## src/rtl/trig_rr_scheduler.sv

```systemverilog
// rtl/trig_rr_scheduler.sv - round-robin trigger scheduler with holdoff, feeding twoclksync a_trig
// Define TRIG_ACK_WAIT_EN to add the far-side ack wait with timeout after each holdoff.
module trig_rr_scheduler #(
  parameter int N_REQ   = 4,
  parameter int HOLDOFF = 6,
  parameter int TIMEOUT = 32,
  parameter int IDW     = $clog2(N_REQ)
) (
  input  logic             clk,
  input  logic             glb_arst,
  input  logic [N_REQ-1:0] req,
  output logic [N_REQ-1:0] grant,
  output logic             trig_out,
  output logic [IDW-1:0]   trig_id,
  output logic             busy,
  input  logic             trig_ack,
  output logic             timeout_err
);
  localparam int CW = $clog2(HOLDOFF + 1);

`ifdef TRIG_ACK_WAIT_EN
  typedef enum logic [1:0] {IDLE, FIRE, HOLD, WAIT_ACK} state_t;
`else
  typedef enum logic [1:0] {IDLE, FIRE, HOLD} state_t;
`endif

  state_t         state, state_next;
  logic [IDW-1:0] ptr;
  logic [IDW-1:0] winner;
  logic [IDW-1:0] scan_idx;
  logic           scan_hit;
  logic [CW-1:0]  hold_cnt;
  logic           hold_done;

  // HOLD lasts HOLDOFF-1 cycles so trigger spacing is HOLDOFF+1 including the IDLE decision.
  assign hold_done = (hold_cnt == CW'(1));

`ifdef TRIG_ACK_WAIT_EN
  localparam int TW = $clog2(TIMEOUT + 1);
  logic          ack_latch;
  logic          ack_seen;
  logic          wait_done;
  logic [TW-1:0] wait_cnt;

  assign ack_seen    = ack_latch | trig_ack;
  assign wait_done   = (wait_cnt == TW'(TIMEOUT - 1));
  assign timeout_err = (state == WAIT_ACK) && wait_done && !ack_seen && !glb_arst;

  always_ff @(posedge clk) begin
    if (glb_arst) begin
      ack_latch <= 1'b0;
      wait_cnt  <= '0;
    end else begin
      // An ack seen early (FIRE/HOLD) is remembered; a new trigger starts a fresh wait.
      if (state == IDLE && |req) ack_latch <= 1'b0;
      else if (trig_ack)         ack_latch <= 1'b1;
      if (state == WAIT_ACK) wait_cnt <= wait_cnt + TW'(1);
      else                   wait_cnt <= '0;
    end
  end
`else
  localparam int unused_timeout = TIMEOUT;
  logic unused_ack;
  assign unused_ack  = trig_ack;
  assign timeout_err = 1'b0;
`endif

  // Rotating search starting just after the last winner.
  always_comb begin
    winner   = ptr;
    scan_idx = '0;
    scan_hit = 1'b0;
    for (int i = 1; i <= N_REQ; i++) begin
      scan_idx = IDW'((int'(ptr) + i) % N_REQ);
      if (!scan_hit && req[scan_idx]) begin
        winner   = scan_idx;
        scan_hit = 1'b1;
      end
    end
  end

  always_comb begin
    state_next = state;
    case (state)
      IDLE: if (|req) state_next = FIRE;
      FIRE: state_next = HOLD;
`ifdef TRIG_ACK_WAIT_EN
      HOLD: if (hold_done) state_next = WAIT_ACK;
      WAIT_ACK: if (ack_seen || wait_done) state_next = IDLE;
`else
      HOLD: if (hold_done) state_next = IDLE;
`endif
      default: state_next = IDLE;
    endcase
  end

  always_ff @(posedge clk) begin
    if (glb_arst) begin
      state    <= IDLE;
      ptr      <= IDW'(N_REQ - 1);
      trig_id  <= '0;
      hold_cnt <= '0;
    end else begin
      state <= state_next;
      if (state == IDLE && |req) begin
        ptr     <= winner;
        trig_id <= winner;
      end
      if (state == FIRE)      hold_cnt <= CW'(HOLDOFF - 1);
      else if (state == HOLD) hold_cnt <= hold_cnt - CW'(1);
    end
  end

  // Outputs are masked while reset is asserted so an aborted FIRE never leaks a pulse.
  assign trig_out = (state == FIRE) && !glb_arst;
  assign grant    = trig_out ? (N_REQ'(1) << trig_id) : '0;
  assign busy     = (state != IDLE);
endmodule
```

## config.mk

```make
export PLATFORM = sky130hd
export DESIGN_NAME = trig_rr_scheduler
export DESIGN_NICKNAME = d
export VERILOG_FILES = /design/src/rtl/trig_rr_scheduler.sv
export SDC_FILE = /design/constraint.sdc
export NUM_CORES = 1
export LEC_CHECK = 0
export ABC_CLOCK_PERIOD_IN_PS = 1200
export BUFFER_PORTS_ARGS = -buffer_cell sky130_fd_sc_hd__buf_2
export CORE_MARGIN = 2
export CORE_UTILIZATION = 44
export CTS_CLUSTER_SIZE = 10
export DETAILED_ROUTE_END_ITERATION = 16
export PLACE_DENSITY = 0.77
export SLEW_MARGIN = 15
export SYNTH_ARGS = -nofsm -noshare
export SYNTH_HDL_FRONTEND = slang
export SYNTH_SLANG_ARGS = --single-unit
```

## constraint.sdc

```tcl
create_clock -name clk -period 1.2 [get_ports clk]
set_input_delay 0 -clock clk [delete_from_list [all_inputs] [get_ports clk]]
set_output_delay 0 -clock clk [all_outputs]
set_load 0.03 [all_outputs]
```

==> results of run 1 <==
==> per-stage QoR <==
stage / instance area, µm² / hold WS (ns) / worst slack, ns / setup TNS [ns] / total power [mW]
6_report: 935 / 0.0493 / -0.173 / -1.27 / 1.55
5_1_grt: 935 / 0.0607 / -0.233 / -2.20 / 1.65
4_1_cts: 911 / 0.0675 / -0.171 / -1.24 / 1.50
3_5_place_dp: 786 / 0.349 / -0.0704 / -0.105 / 1.14
3_3_place_gp: 786 / 0.334 / 0.00420 / 0 / 1.11
2_1_floorplan: 676 / 0.0490 / -0.0188 / -0.0188 / 0.941
==> synth_stat cells (2+ instances only) <==
library cell	number	area share (%)
nand2b_1	2	2.1
a21oi_1	5	4.1
o21ai_0	5	4.1
a211oi_1	3	3.7
or2b_1	2	2.5
nor2b_1	3	3.1
o31ai_1	2	2.5
dfxtp_1	9	30
inv_1	6	3.7
ha_1	6	12
nand2_1	5	3.1
nor2_1	10	6.2
nor3b_1	2	2.5
==> per-layer routing <==
layer  wire length (µm)  vias up
li1                   -      321
met1                598      307
met2                864       20
met3                 84        2
met4                 22        0
met5                  0        -
==> power breakdown <==
part / internal [mW] / leakage [nW] / switching, mW
clock: 0.129 / 0.0150 / 0.118
sequential: 0.375 / 0.0750 / 0.0935
combinational: 0.409 / 0.302 / 0.422
==> layout make-up <==
cell class | count | area [µm²] | share of cell area, %
flip-flops and latches | 9 | 183 | 19.5
well taps | 15 | 18.8 | 2.01
inverters | 6 | 31.3 | 3.35
multi-input cells | 59 | 462 | 49.4
clock buffers | 4 | 26.3 | 2.81
repair buffers | 25 | 214 | 22.9
==> registers in the layout, indices dropped and copies added, names as in the netlist <==
signal,count
hold_cnt,3
ptr,2
state,2
trig_id,2
==> final timing paths <==
kind | startpoint | end | cells after the start
worst min register to register | hold_cnt[2]$_SDFFE_PP0P_ | hold_cnt[2]$_SDFFE_PP0P_ | 2
worst max register to register | state[1]$_SDFFE_PP0P_ | ptr[1]$_SDFFE_PP1P_ | 6
worst max-delay path | state[1]$_SDFFE_PP0P_ | ptr[1]$_SDFFE_PP1P_ | 6
worst min-delay path | glb_arst | state[0]$_SDFFE_PP0P_ | 2
==> cells by family (layout without fill, tap and decap cells) <==
family                   Yosys count  in the layout  share of synthesized area (%)
AO/OA/AOI/OAI                     19             19                           20.7
adder cells (fa/ha/maj)            6              6                           12.4
buffers and inverters              8             35                           5.58
flip-flops                         9              9                           29.8
multiplexers                       1              1                           1.65
other                              1              1                          0.619
AND/OR/NAND/NOR                   32             32                           29.3
==> critical path: stages (launching register included) <==
cell     delay (ns)
dfxtp_2        0.34
inv_4          0.08
buf_12         0.10
ha_4           0.14
or2b_1         0.27
nor4_1         0.21
a21oi_1        0.11
==> timing repair <==
| item | 4_1_cts | 5_1_grt |
|---|---|---|
| setup buffers | 6 | 1 |
| endpoints found under the hold margin | 0 | 0 |
| hold buffers | 0 | 0 |
| pin swaps | 5 | 4 |
| endpoints found under the setup margin | 8 | 15 |
| gates resized for setup | 15 | 4 |
==> flow_summary.yaml, run 1 <==
status:
  outcome: "finished with violations"
  failed_checks: "setup timing"
synthesis:
  avgSynthCellArea_um2: 7.97
  synth_seq_cells: 9
  netlist_area_um2: 606
  synthArstFlopShare_pct: 0
  synth_edf_count: 0
  synthFlopType: "dfxtp_1"
  ys_warn_count: 0
  synth_cells: 76
  ys_types: 29
  ys_seq_area_share_pct: 29.8
  synthesis.nets: 89
final_layout:
  layout-drive-gt1-share_pct: 43.7
  fillers: 107
  syn_to_final_growth_pct: 54.3
  final_cell_mix: "buf_6, nor2_1, buf_2"
  nets: 117
  stdcell_count: 118
  final_util_pct: 71.8
  n_antenna_cell: 0
  final_common_cell: "buf_6"
global_routing:
  grt_busiest_layer: "met2"
  overflow: 0
  use_met1_pct: 19.3
  gr-usage-met3_pct: 8.15
  grt_usage_pct: 22.7
  grt_max_degree: 12
  met2_usage_pct: 44.5
  antenna_found_initial: 0
  grt_pass1_vias: 581
  grt_pass1_wl_um: 2350
die:
  row_count: 13
  die_y_um: 41.1
  io_pins: 16
  coreArea_um2: 1300
  chipWidth_um: 41.1
  die_area_um2: 1690
  initial_core_util_pct: 46.5
critical_path:
  critPathRequiredTime_ns: 1.35
  start_kind: "flop"
  criticalPathCategory: "reg2reg"
  r2r_slack_ns: -0.17
  worstSetupEndpointType: "flop"
  worst-endpoint-arrival_ns: 1.52
  path_max_fanout: 4
placement:
  place_inst: 107
  gp_congestion: 0.792
  dp_hpwl_um: 1030
  portBuffers: 13
job:
  drv_cap: 0
clock_network:
  cts_tree: "built"
  root_buffer: "clkbuf_4"
  h-tree-depth: 1
  cts.sinks: 9
  insertion_delay_ns: 0.27
  cts_buffer_depth: 2
  cts.clk_slew.worst_paths_ns: 0.06
  cts_buffers: 3
power:
  irDropWorstVdd_uv: 1020
  powerDensity_nw_per_um2: 1650
  p_leak_nw: 0.392
detailed_routing:
  remaining_drc_errors: 0
  dr.pass1.iters: 4
  vias: 650
  wl_per_cell_um: 13.3
  vias_per_cell: 5.51
  routed_wl_um: 1570
  ant_nets: 0
  drtIter0Drc: 7
sta:
  worst_slack_ns: -0.173
  fin_crit_sh_pct: 114
  period_needed_ns: 1.37
  slew_violations: 0
  setup_viol: 13
  finalClockSkew_ns: 0.000176
  hold_viol: 0
  timing.fmax_mhz: 728
  rsz0062_at_grt: "yes"
worst_hold_path:
  worstHoldPathType: "in2reg"
Note: power is estimated with default switching activity, not from simulation.
==> run 2: changes to the inputs <==
Settings changed: CORE_UTILIZATION 44 to 45, CTS_BUF_LIST set to sky130_fd_sc_hd__clkbuf_8, GPL_TIMING_DRIVEN set to 0, PLACE_DENSITY 0.77 to 0.79.
==> run 2 against run 1 <==
  * Worst hold slack improved by 0.13 ns
  * Core utilization rose by 1.8 points
  * Via count fell by 4.9%
  * The flow still finishes with violations (setup timing)
  * Critical path depth fell by 1
  * Clock skew barely moved
  * Non-clock buffer count did not move
  * Power rose by 6.5%
  * Register-to-register slack improved by 0.07 ns
  * Sequential share of layout area barely moved
==> flow_summary.yaml, run 2 (synthesized netlist as in run 1, its figures left out) <==
status:
  outcome: "finished with violations"
  failed_checks: "setup timing"
critical_path:
  worst-path-stages: 5
  path_buf_inv: 2
  start_kind: "flop"
  crit_path_max_incr_delay_ns: 0.33
  cp_cell_sequence: "inv_4, ha_4, nor2b_4, nor3b_4, buf_6"
  cp_slowest_cell: "dfxtp_2"
  criticalPathCategory: "reg2out"
  worstReg2RegStart: "state[0]$_SDFFE_PP0P_"
  crit_family: "simple AND/OR/NAND/NOR gates"
  r2r_slack_ns: -0.10
  critPathRequiredTime_ns: 1.20
  r2r_cells: 6
  timing.rr.end: "trig_id[0]$_SDFFE_PP0P_"
  worstSetupEndpointType: "primary output"
  worst-endpoint-arrival_ns: 1.33
  setup.worst_path.start: "state[1]$_SDFFE_PP0P_"
  path_max_fanout: 6
  critPathCapture: "grant[0]"
sta:
  fin_crit_sh_pct: 111
  rsz0062_at_grt: "yes"
  worst_slew_pin_slew_ns: 0.509
  timing.fmax_mhz: 754
  period_needed_ns: 1.33
  setup_viol: 9
  slew_violations: 0
  setup-tns-final_ns: -0.750
  finalClockSkew_ns: 0.000197
  slew_headroom_pct: 65.8
  worst_slack_ns: -0.127
  hold_viol: 0
final_layout:
  largest_register_ffs: 3
  n_antenna_cell: 0
  fillers: 102
  top_register: "hold_cnt"
  syn_to_final_growth_pct: 56.2
  layout-drive-gt1-share_pct: 45.6
  final_common_cell: "buf_4"
  nets: 117
  stdcell_count: 118
  final_cell_mix: "buf_4, nor2_1, buf_2"
  final_area_um2: 946
clock_network:
  cts_hold_buf: 0
  root_buffer: "clkbuf_8"
  insertion_delay_ns: 0.23
  cts_tree: "built"
  h-tree-depth: 1
  cts.clk_slew.worst_paths_ns: 0.05
  cts.sinks: 9
  cts_buffer_depth: 2
  cts_buffers: 3
detailed_routing:
  drtIter0Drc: 2
  wl_per_cell_um: 12.4
  vias: 618
  remaining_drc_errors: 0
  ant_nets: 0
  vias_per_cell: 5.24
  routed_wl_um: 1460
  dr.pass1.iters: 4
die:
  coreArea_um2: 1280
  initial_core_util_pct: 47.1
  chipWidth_um: 40.7
  io_pins: 16
  die_area_um2: 1660
  die_y_um: 40.7
  row_count: 13
global_routing:
  antenna_found_initial: 0
  grt_pass1_wl_um: 1930
  grt_max_degree: 11
  grt_usage_pct: 18.3
  overflow: 0
  grt_pass1_vias: 484
power:
  p_leak_nw: 0.393
  powerDensity_nw_per_um2: 1740
  total_power_mw: 1.65
  irDropWorstVdd_uv: 1020
placement:
  portBuffers: 13
  place_area_um2: 759
  gp_congestion: 0.697
  dp_hpwl_um: 973
  pre_cts_ws_ns: -0.0748
  place_inst: 104
job:
  drv_cap: 0
worst_hold_path:
  worstHoldPathType: "in2reg"
==> run 2: cell types whose count changed in the layout (fill, tap and decap cells not counted), moves of 2 or more <==
cell,before,now
o31ai_2,0,2
o31ai_1,2,0
clkbuf_4,3,0
buf_6,9,7
clkbuf_8,0,3
buf_4,7,9
==> run 2: stage by stage <==
stage / utilization, % / hold WS, ns
after global placement: 59.1 / 0.327
after CTS: 70.5 / 0.188
after floorplan: - / 0.0490
after global routing: 73.6 / 0.210
after detailed placement: 59.1 / 0.327
final: 73.6 / 0.181
==> run 2: per-layer routing <==
metal	routed length, µm	share of wire [%]	GRT usage, %	up-vias
met5	0	0	0	-
met4	18	1.2	10.0	0
met3	27	1.8	3.26	2
met2	831	57	31.0	11
met1	585	40	21.7	285
li1	-	-	-	320
==> run 2: what timing repair did <==
action	in CTS	in global routing
resized for setup	12	11
buffers inserted	9	1
pin swaps	6	6
endpoints found under the setup margin	9	14
gates cloned	0	0
==> run 2: area by class of cell <==
cell class	count	area (µm²)	area share, %
timing repair buffer	23	179	18.9
multi-input combinational	59	475	50.3
clock inverter	1	3.75	0.397
sequential	9	185	19.6
buffer	2	11.3	1.19
inverter	6	31.3	3.31
tap	15	18.8	1.98
clock buffer	3	41.3	4.37
==> run 2: how the worst min path moves through the flow <==
stage               startpoint                      end  slack (ns)  depth (start not counted)
floorplan             glb_arst                 trig_out        0.05                          1
global placement      glb_arst    state[1]$_SDFFE_PP0P_        0.33                          4
detailed placement    glb_arst    state[1]$_SDFFE_PP0P_        0.33                          4
CTS                   glb_arst    state[1]$_SDFFE_PP0P_        0.19                          5
global route            req[1]  trig_id[1]$_SDFFE_PP0P_        0.21                          4
finish                  req[3]  trig_id[1]$_SDFFE_PP0P_        0.18                          4
==> run 2: report_power, final <==
part | internal [mW] | total (mW) | switching [mW]
clock network | 0.223 | 0.348 | 0.125
logic | 0.406 | 0.812 | 0.407
registers | 0.378 | 0.486 | 0.108
==> run 2: worst reg2reg max path: stages (launching register included) <==
cell and delay [ns]:
dfxtp_4 0.36, inv_4 0.07, ha_4 0.16, or2b_1 0.27, buf_4 0.14, a21oi_2 0.10, a211oi_2 0.07
==> run 3: changes to the inputs <==
Settings changed: SETUP_SLACK_MARGIN set to 0.4.
==> run 3 against run 2 <==
  * The flow still finishes with violations (setup timing)
  * Clock skew up 0.0013 ns
  * Setup slack worse by 0.0067 ns
  * Register-to-register slack worse by 0.03 ns
  * Clock power down 2%
  * Worst hold slack better by 0.0064 ns
  * Non-clock buffer count down 4
  * Via count down 0.97%
  * Core utilization down 0.68 points
  * Final area down 0.93%
  * Critical path type unchanged
  * Largest cell class unchanged
==> flow_summary.yaml, run 3 (synthesized netlist as in run 1, its figures left out) <==
power:
  p_clk_share_pct: 21.3
  irDropWorstVdd_uv: 910
  powerDensity_nw_per_um2: 1710
  p_leak_nw: 0.378
  swShare_pct: 39.0
  p_int_mw: 0.979
  pwr-share-seq_pct: 31.3
  power_frac_comb_pct: 47.4
  p_sw_mw: 0.625
  total_power_mw: 1.60
detailed_routing:
  dr.pass1.iters: 4
  ant_nets: 0
  vias_per_cell: 5.37
  remaining_drc_errors: 0
  drtIter0Drc: 1
  vias: 612
  wl_per_cell_um: 12.1
  routed_wl_um: 1380
placement:
  dp_hpwl_um: 970
  portBuffers: 13
  place_area_um2: 768
  gp_congestion: 0.784
die:
  io_pins: 16
  row_count: 13
  die_y_um: 40.7
  die_area_um2: 1660
  initial_core_util_pct: 47.1
  chipWidth_um: 40.7
  coreArea_um2: 1280
sta:
  worst_slack_ns: -0.134
  setup_viol: 8
  finalClockSkew_ns: 0.00147
  fin_crit_sh_pct: 111
  rsz0062_at_grt: "yes"
  timing.fmax_mhz: 750
  slew_violations: 0
  period_needed_ns: 1.33
  worst_slew_pin_slew_ns: 0.504
  hold_viol: 0
  slew_headroom_pct: 66.4
  hold_ws_ns: 0.187
worst_hold_path:
  hold_path_end: "ptr[0]$_SDFFE_PP1P_"
  worstHoldPathType: "in2reg"
  hp-start: "req[2]"
  hold-path-cell-count: 4
final_layout:
  ff_latch_area_um2: 191
  largest_register_ffs: 3
  final_common_cell: "buf_6"
  syn_to_final_growth_pct: 54.8
  final_util_pct: 72.9
  fillers: 89
  final_cell_mix: "buf_6, nor2_1, buf_4"
  layout-drive-gt1-share_pct: 47.5
  top_register: "hold_cnt"
  n_antenna_cell: 0
  multi_input_area_um2: 475
  nets: 113
  final_area_um2: 937
critical_path:
  worstReg2RegStart: "state[0]$_SDFFE_PP0P_"
  criticalPathCategory: "reg2out"
  critPathRequiredTime_ns: 1.20
  path_buf_inv: 2
  r2r_cells: 6
  cp_cell_sequence: "inv_4, ha_4, nor2b_4, nor3b_4, buf_6"
  r2r_slack_ns: -0.13
  path_max_fanout: 6
  start_kind: "flop"
  timing.rr.end: "trig_id[0]$_SDFFE_PP0P_"
  crit_family: "simple AND/OR/NAND/NOR gates"
  worst-endpoint-arrival_ns: 1.33
  worstSetupEndpointType: "primary output"
  crit_path_max_incr_delay_ns: 0.33
  cp_slowest_cell: "dfxtp_2"
clock_network:
  root_buffer: "clkbuf_8"
  cts_buffers: 3
  cts.clk_slew.worst_paths_ns: 0.05
  cts_tree: "built"
  cts_hold_buf: 0
  cts_buffer_depth: 2
  insertion_delay_ns: 0.23
  h-tree-depth: 1
  cts.sinks: 9
global_routing:
  overflow: 0
  grt_pass1_vias: 484
  grt_usage_pct: 18.4
  grt_pass1_wl_um: 1960
  antenna_found_initial: 0
  grt_max_degree: 11
status:
  failed_checks: "setup timing"
  outcome: "finished with violations"
job:
  drv_cap: 0
-- run 3: power by group through the flow --
stage | Clock, mW | Sequential [mW] | Combinational [mW]
after floorplan | 0 | 0.505 | 0.449
after global placement | 0 | 0.481 | 0.597
after detailed placement | 0 | 0.488 | 0.610
after CTS | 0.351 | 0.496 | 0.728
after global routing | 0.359 | 0.514 | 0.839
final | 0.341 | 0.501 | 0.761
-- run 3: metal layers --
layer	GRT usage, %	vias up	share of wire [%]
met5	0	-	0
met4	5.00	0	0.72
met3	6.52	2	4.3
met2	32.5	18	50
li1	-	318	-
met1	20.7	274	45
-- run 3: how the worst max path moves through the flow --
stage	start	end	slack, ns	depth (start not counted)
global route	state[1]$_SDFFE_PP0P_	grant[0]	-0.19	5
detailed placement	state[0]$_SDFFE_PP0P_	ptr[1]$_SDFFE_PP1P_	-0.09	5
global placement	state[0]$_SDFFE_PP0P_	ptr[1]$_SDFFE_PP1P_	-0.09	5
floorplan	state[1]$_SDFFE_PP0P_	grant[0]	-0.02	4
CTS	state[1]$_SDFFE_PP0P_	grant[0]	-0.13	5
finish	state[1]$_SDFFE_PP0P_	grant[0]	-0.13	5
-- run 3: worst register-to-register path, cell delays in order (launching register included) --
cell	delay [ns]
dfxtp_4	0.36
inv_4	0.07
ha_4	0.15
or2b_1	0.28
buf_6	0.14
a21oi_2	0.12
a211oi_2	0.08
-- run 3: final cells by class --
type | count | share of cell area [%]
inverters | 6 | 3.34
repair buffers | 19 | 17.5
well taps | 15 | 2.00
multi-input cells | 59 | 50.7
clock inverters | 1 | 0.401
flip-flops and latches | 9 | 20.4
plain buffers | 2 | 1.20
clock buffers | 3 | 4.41
-- run 3: per-stage QoR --
stage | setup TNS (ns) | setup slack, ns | cells
finish | -0.652 | -0.134 | 114
global route | -1.27 | -0.191 | 114
CTS | -0.653 | -0.127 | 113
detailed placement | -0.150 | -0.0903 | 104
global placement | -0.116 | -0.0891 | 104
floorplan | -0.0185 | -0.0185 | 76
-- run 3: timing repair --
item / in CTS / in global routing
buffers inserted: 5 / 1
endpoints found under the setup margin: 17 / 17
gates cloned: 0 / 0
resized for setup: 21 / 6
pin swaps: 6 / 4
